$ cat src/rtl/fetch_unit.sv
`default_nettype none
// =============================================================================
// fetch_unit : fetch PC, in-order multi-outstanding iCache requests, fetch queue
//              to decode. Optional macro FETCH_PERF_EN enables perf counters.
// Revision   : 1.0
// =============================================================================
module fetch_unit #(
  parameter int unsigned     XLEN            = 32,
  parameter logic [XLEN-1:0] RESET_PC        = '0,
  parameter int unsigned     FQ_DEPTH        = 4,
  parameter int unsigned     MAX_OUTSTANDING = 2,
  parameter logic [31:0]     NOP_INSTR       = 32'h00000013
) (
  input  logic            clock,
  input  logic            reset,
  input  logic            redirect_valid,
  input  logic [XLEN-1:0] redirect_pc,
  output logic            imem_req_valid,
  input  logic            imem_req_ready,
  output logic [XLEN-1:0] imem_req_addr,
  input  logic            imem_rsp_valid,
  input  logic [31:0]     imem_rsp_data,
  output logic            dec_valid,
  input  logic            dec_ready,
  output logic [XLEN-1:0] dec_pc,
  output logic [31:0]     dec_instr,
  output logic [31:0]     perf_delivered,
  output logic [31:0]     perf_starve,
  output logic [31:0]     perf_squashed
);

  localparam int unsigned c_qw = $clog2(FQ_DEPTH);
  localparam int unsigned c_ow = $clog2(MAX_OUTSTANDING + 1);
  localparam int unsigned c_pw = (MAX_OUTSTANDING > 1) ? $clog2(MAX_OUTSTANDING) : 1;
  localparam logic [c_pw-1:0] c_pf_last = c_pw'(MAX_OUTSTANDING - 1);

  logic [XLEN-1:0] r_fpc;
  logic [c_ow-1:0] r_out;
  logic [c_ow-1:0] r_drop;
  logic [c_ow-1:0] w_out_nxt;

  logic [c_pw-1:0] r_pf_wr;
  logic [c_pw-1:0] r_pf_rd;
  logic [XLEN-1:0] r_pf_mem [MAX_OUTSTANDING];

  logic [c_qw-1:0] r_q_wr;
  logic [c_qw-1:0] r_q_rd;
  logic [c_qw:0]   r_q_cnt;
  logic [XLEN-1:0] r_q_pc    [FQ_DEPTH];
  logic [31:0]     r_q_instr [FQ_DEPTH];

  logic [31:0] w_inflight;
  logic        w_fire;
  logic        w_rsp_live;
  logic        w_pop;

  function automatic logic [c_pw-1:0] pf_inc(input logic [c_pw-1:0] p);
    return (p == c_pf_last) ? '0 : p + c_pw'(1);
  endfunction

  // Credit: live requests plus queued entries may never exceed the queue size,
  // so every live response is guaranteed a slot.
  assign w_inflight     = 32'(r_out) - 32'(r_drop) + 32'(r_q_cnt);
  assign imem_req_valid = reset && !redirect_valid &&
                          (32'(r_out) < MAX_OUTSTANDING) && (w_inflight < FQ_DEPTH);
  assign imem_req_addr  = r_fpc;
  assign w_fire         = imem_req_valid && imem_req_ready;
  assign w_rsp_live     = imem_rsp_valid && !redirect_valid && (r_drop == '0);

  assign dec_valid = (r_q_cnt != '0);
  assign dec_pc    = dec_valid ? r_q_pc[r_q_rd]    : '0;
  assign dec_instr = dec_valid ? r_q_instr[r_q_rd] : NOP_INSTR;
  assign w_pop     = dec_valid && dec_ready && !redirect_valid;

  always_comb begin
    w_out_nxt = r_out;
    if (w_fire && !imem_rsp_valid)
      w_out_nxt = r_out + c_ow'(1);
    else if (!w_fire && imem_rsp_valid)
      w_out_nxt = r_out - c_ow'(1);
  end

  always_ff @(posedge clock or negedge reset) begin
    if (!reset) begin
      r_fpc  <= RESET_PC;
      r_out  <= '0;
      r_drop <= '0;
    end else begin
      r_out <= w_out_nxt;
      if (redirect_valid) begin
        r_fpc  <= redirect_pc;
        // Everything still in flight belongs to the abandoned path.
        r_drop <= w_out_nxt;
      end else begin
        if (w_fire)
          r_fpc <= r_fpc + XLEN'(4);
        if (imem_rsp_valid && (r_drop != '0))
          r_drop <= r_drop - c_ow'(1);
      end
    end
  end

  always_ff @(posedge clock or negedge reset) begin
    if (!reset) begin
      r_pf_wr <= '0;
      r_pf_rd <= '0;
    end else if (redirect_valid) begin
      r_pf_wr <= '0;
      r_pf_rd <= '0;
    end else begin
      if (w_fire)
        r_pf_wr <= pf_inc(r_pf_wr);
      if (w_rsp_live)
        r_pf_rd <= pf_inc(r_pf_rd);
    end
  end

  always_ff @(posedge clock) begin
    if (w_fire)
      r_pf_mem[r_pf_wr] <= r_fpc;
  end

  always_ff @(posedge clock or negedge reset) begin
    if (!reset) begin
      r_q_wr  <= '0;
      r_q_rd  <= '0;
      r_q_cnt <= '0;
    end else if (redirect_valid) begin
      r_q_wr  <= '0;
      r_q_rd  <= '0;
      r_q_cnt <= '0;
    end else begin
      if (w_rsp_live)
        r_q_wr <= r_q_wr + c_qw'(1);
      if (w_pop)
        r_q_rd <= r_q_rd + c_qw'(1);
      if (w_rsp_live && !w_pop)
        r_q_cnt <= r_q_cnt + (c_qw+1)'(1);
      else if (!w_rsp_live && w_pop)
        r_q_cnt <= r_q_cnt - (c_qw+1)'(1);
    end
  end

  always_ff @(posedge clock) begin
    if (w_rsp_live) begin
      r_q_pc[r_q_wr]    <= r_pf_mem[r_pf_rd];
      r_q_instr[r_q_wr] <= imem_rsp_data;
    end
  end

`ifdef FETCH_PERF_EN
  logic [31:0] r_perf_del;
  logic [31:0] r_perf_starve;
  logic [31:0] r_perf_sq;
  logic [31:0] w_sq_inc;

  always_comb begin
    w_sq_inc = 32'(imem_rsp_valid && (redirect_valid || (r_drop != '0)));
    if (redirect_valid)
      w_sq_inc = w_sq_inc + 32'(r_q_cnt);
  end

  always_ff @(posedge clock or negedge reset) begin
    if (!reset) begin
      r_perf_del    <= '0;
      r_perf_starve <= '0;
      r_perf_sq     <= '0;
    end else begin
      if (w_pop)
        r_perf_del <= r_perf_del + 32'd1;
      if (dec_ready && !dec_valid && !redirect_valid)
        r_perf_starve <= r_perf_starve + 32'd1;
      r_perf_sq <= r_perf_sq + w_sq_inc;
    end
  end

  assign perf_delivered = r_perf_del;
  assign perf_starve    = r_perf_starve;
  assign perf_squashed  = r_perf_sq;
`else
  assign perf_delivered = '0;
  assign perf_starve    = '0;
  assign perf_squashed  = '0;
`endif

endmodule
`default_nettype wire

$ cat config.mk
export PLATFORM = sky130hd
export DESIGN_NAME = fetch_unit
export DESIGN_NICKNAME = d
export VERILOG_FILES = /design/src/rtl/fetch_unit.sv
export SDC_FILE = /design/constraint.sdc
export NUM_CORES = 1
export LEC_CHECK = 0
export ABC_AREA = 1
export CORE_MARGIN = 2
export CORE_UTILIZATION = 45
export CTS_BUF_LIST = sky130_fd_sc_hd__clkbuf_8 sky130_fd_sc_hd__clkbuf_16
export DETAILED_ROUTE_END_ITERATION = 10
export GPL_ROUTABILITY_DRIVEN = 0
export PLACE_DENSITY = 0.74
export SYNTH_ARGS = -nofsm -noshare
export SYNTH_HDL_FRONTEND = slang
export SYNTH_SLANG_ARGS = --single-unit
$ cat constraint.sdc
create_clock -name clock -period 4.9 [get_ports clock]
set_clock_uncertainty 0.1 [all_clocks]
set_input_delay 1.225 -clock clock [delete_from_list [all_inputs] [get_ports clock]]
set_output_delay 1.225 -clock clock [all_outputs]
set_load 0.03 [all_outputs]
==> PnR_summary.wiki <==
{| class="wikitable"
! Metric !! Value
|-
| Hold Path Stages || 0
|-
| Post-cts repair resize count || 0
|-
| Share of flip-flops with an asynchronous set or reset || 12.3%
|-
| Cell area after synthesis || around 16000 µm²
|-
| DIE WIDTH || 193 µm
|-
| Cell count after synthesis || 1452
|-
| Via count of the first global-routing pass || slightly above 10000
|-
| Register-to-Register Setup Slack || 1.60 ns
|-
| Worst-Skew Late Latency || 0.51 ns
|-
| Depth of the worst register-to-register path || 12
|-
| Relative max-transition margin || 28.5%
|-
| Total of endpoints with negative setup slack in the final report || 0
|-
| End of the worst hold path || r_pf_mem[1][0]$_DFFE_PP_
|-
| HPWL after detailed placement || between 20000 and 25000 µm
|-
| ANT cells || 0
|-
| Number of buffers inserted by port buffering || roughly 170
|-
| Total grt overflow || 0
|-
| Clock slew at reported path FFs || 0.06 ns
|-
| Leading area contributor after synthesis || edfxtp_1
|-
| Num CTS Buffers || 38
|-
| Worst Path Max Fanout || 27
|-
| First-pass GRT wire length || 53800 µm
|-
| Post-synthesis to final-layout area growth || 19.1%
|-
| Fin. Hold Viols || 0
|-
| Post-CTS repair timing setup buffer count || 0
|-
| CTS H-Tree Depth || 2
|-
| Net count reported at finish || around 1700
|-
| Synth unique cells || 43
|-
| Placement-stage worst setup slack || just over 1 ns
|-
| Worst reg2reg path endpoint || r_pf_mem[0][29]$_DFFE_PP_
|-
| Maximum resistive drop on vdd || 0.319 mV
|-
| Ports placed on the boundary || 264
|-
| Critical path class || reg2out
|-
| Post-route minimum period || 4.38 ns
|-
| Antenna violations before repair || 0
|-
| Area of the multi-input gates || 4460 µm²
|-
| Maximum number of pins on one net before global-route repair || approximately 130
|-
| Synthesized flop and latch total || about 370
|-
| Clock tree root buffer cell || clkbuf_16
|-
| Number of iterations in the first detailed-routing pass || 5
|-
| Worst reg2reg startpoint || r_out[0]$_DFF_PN0_
|-
| Sum of internal, switching and leakage power || 9.89 mW
|-
| HP Class || reg2reg
|-
| Min-delay src || imem_req_addr[0]$_DFFE_PN0P_
|-
| Gr usage total || 18.7%
|-
| Pin slew with the least headroom to its limit || 1.07 ns
|-
| Total via count after detailed routing || 10500
|-
| Achievable frequency || 228 MHz
|-
| Initial cell density of the core || 45.4%
|-
| Critical Path RT || 3.58 ns
|-
| Synthesis warning total || 0
|-
| Sinks on Clock Net || around 370
|-
| DR DRC count || 0
|-
| Post-synth top flop || edfxtp_1
|-
| FP Rows || 69
|-
| Slew Viols, Final || 0
|-
| Least setup slack across all paths after layout || between 0.5 and 0.6 ns
|-
| Drt first-iter violations || 642
|-
| Top cells by area in the synthesized netlist || edfxtp_1, dfrtp_1, nor2_1
|-
| Post-Layout Cell Count || 2100
|-
| Routed wirelength normalized by instance count || 16.8 µm
|-
| Outcome || finished, final reports clean
|-
| Y dimension of the die || 193 µm
|-
| Crit. End Element || output port
|-
| Proportion of layout cells with a drive suffix above 1 || 6.41%
|-
| Final Cycle Share || 89.4%
|-
| Setup tns final || 0 ns
|-
| Number of placed instances, taps included || 2032
|-
| Most numerous cell in the Yosys netlist || edfxtp_1
|-
| Register cell area after layout || 10700 µm²
|-
| Via density || approximately 5
|-
| PwrDens || 518 nW/µm²
|-
| MaxCap Viol Count || 0
|-
| ANT nets after route || 0
|-
| Sum of routed wire length over all layers || ~35000 µm
|-
| Cts-stage hold buffer count || 0
|-
| Area enclosed by the die boundary || 37200 µm²
|-
| Core region area || 35300 µm²
|-
| Worst EP arrival || 3.06 ns
|-
| Seq/Total Area, Yosys || 66.9%
|-
| Portion of synthesized cell area occupied by the leading cell type || 59.9%
|-
| CTS tree || yes
|-
| Unrepaired setup endpoints after global routing || false
|-
| Setup crit start kind || flip-flop
|-
| Count of flip-flops with a built-in enable after synthesis || 320
|-
| Post-synthesis area per instance || 11.0 µm²
|-
| Number of filler instances in the final layout || 2949
|-
| Leakage || 7.12 nW
|-
| Clock tree buffer depth || 3
|-
| Commonest cells in the netlist || edfxtp_1, nor2_1, nand2_1, o21ai_0, buf_4
|}
cell families (layout without fill, tap and decap cells):
family,count (synthesis),count (layout),share of synthesized area [%]
adder cells (fa/ha/maj),12,12,1.03
XOR/XNOR,25,25,1.37
AND/OR/NAND/NOR,605,605,15.4
flip-flops,365,365,66.9
AO/OA/AOI/OAI,227,227,7.53
buffers and inverters,217,309,7.70
other,1,96,0.0234
report_power, final:
group / switching [mW] / internal [mW]
registers: 0.192 / 3.67
logic: 2.21 / 1.12
clock network: 1.10 / 1.60
total: 3.50 / 6.39
stage by stage:
stage                     cell area [µm²]  hold slack [ns]  util [%]
after detailed placement            17900            0.432      50.7
after floorplan                     16400            0.422         -
after global placement              17900            0.429      50.7
after global routing                19100            0.448      54.1
after CTS                           19100            0.446      54.1
final                               19100            0.434      54.1
metal layers:
metal | share of wire [%] | track usage (%)
met5 | 0 | 0
met4 | 2.5 | 5.99
met3 | 6.3 | 3.36
met2 | 49 | 31.3
met1 | 43 | 24.8
critical path, cell delays in order, from the launching register on:
cell             delay [ns]
dfrtp_2                0.63
inv_2                  0.35
buf_4                  0.34
nor2_1                 0.16
o21ai_0                0.11
a21oi_1                0.23
clkdlybuf4s50_1        0.71
how the worst max path moves through the flow:
stage | from | end
floorplan | redirect_valid | r_q_instr[0][0]$_DFFE_PP_
global placement | r_q_rd[0]$_DFFE_PN0P_ | dec_instr[4]
detailed placement | r_q_rd[0]$_DFFE_PN0P_ | dec_instr[4]
CTS | r_q_rd[1]$_DFFE_PN0P_ | dec_pc[13]
global route | r_q_rd[1]$_DFFE_PN0P_ | dec_pc[13]
finish | r_q_rd[1]$_DFFE_PN0P_ | dec_pc[13]
state kept, by name, indices dropped and copies added, names as in the netlist:
signal         flops
r_out              2
r_q_wr             2
r_pf_wr            1
imem_req_addr     32
r_pf_rd            1
r_q_rd             2
r_q_instr        128
r_q_pc           128
r_pf_mem          64
r_q_cnt            3
r_drop             2
placed cells by master (no fill, tap or decap), types with 4 or more instances in the layout:
master and n:
clkdlybuf4s50_1 165, nor2_1 288, clkinv_2 6, xnor2_1 8, inv_1 61, nor2_4 9
nand4_1 5, edfxtp_1 320, inv_2 4, nand3_1 39, nand2_1 235, o211ai_1 11
nor3_1 10, buf_12 10, clkbuf_16 41, clkinv_1 8, conb_1 96, o21ai_1 4
xor2_1 17, buf_4 10, dfrtp_1 43, nand2_2 5, ha_1 10, o21ai_0 134
a21oi_1 66
cell type report:
type                            instances  area share, %
Timing Repair Buffer                  186           10.1
Clock inverter                         27          0.838
Multi-Input combinational cell        965           23.3
Inverter                               55           1.10
Clock buffer                           41           5.37
Tap cell                              461           3.02
Sequential cell                       365           56.2
Note: power is estimated with default switching activity, not from simulation.
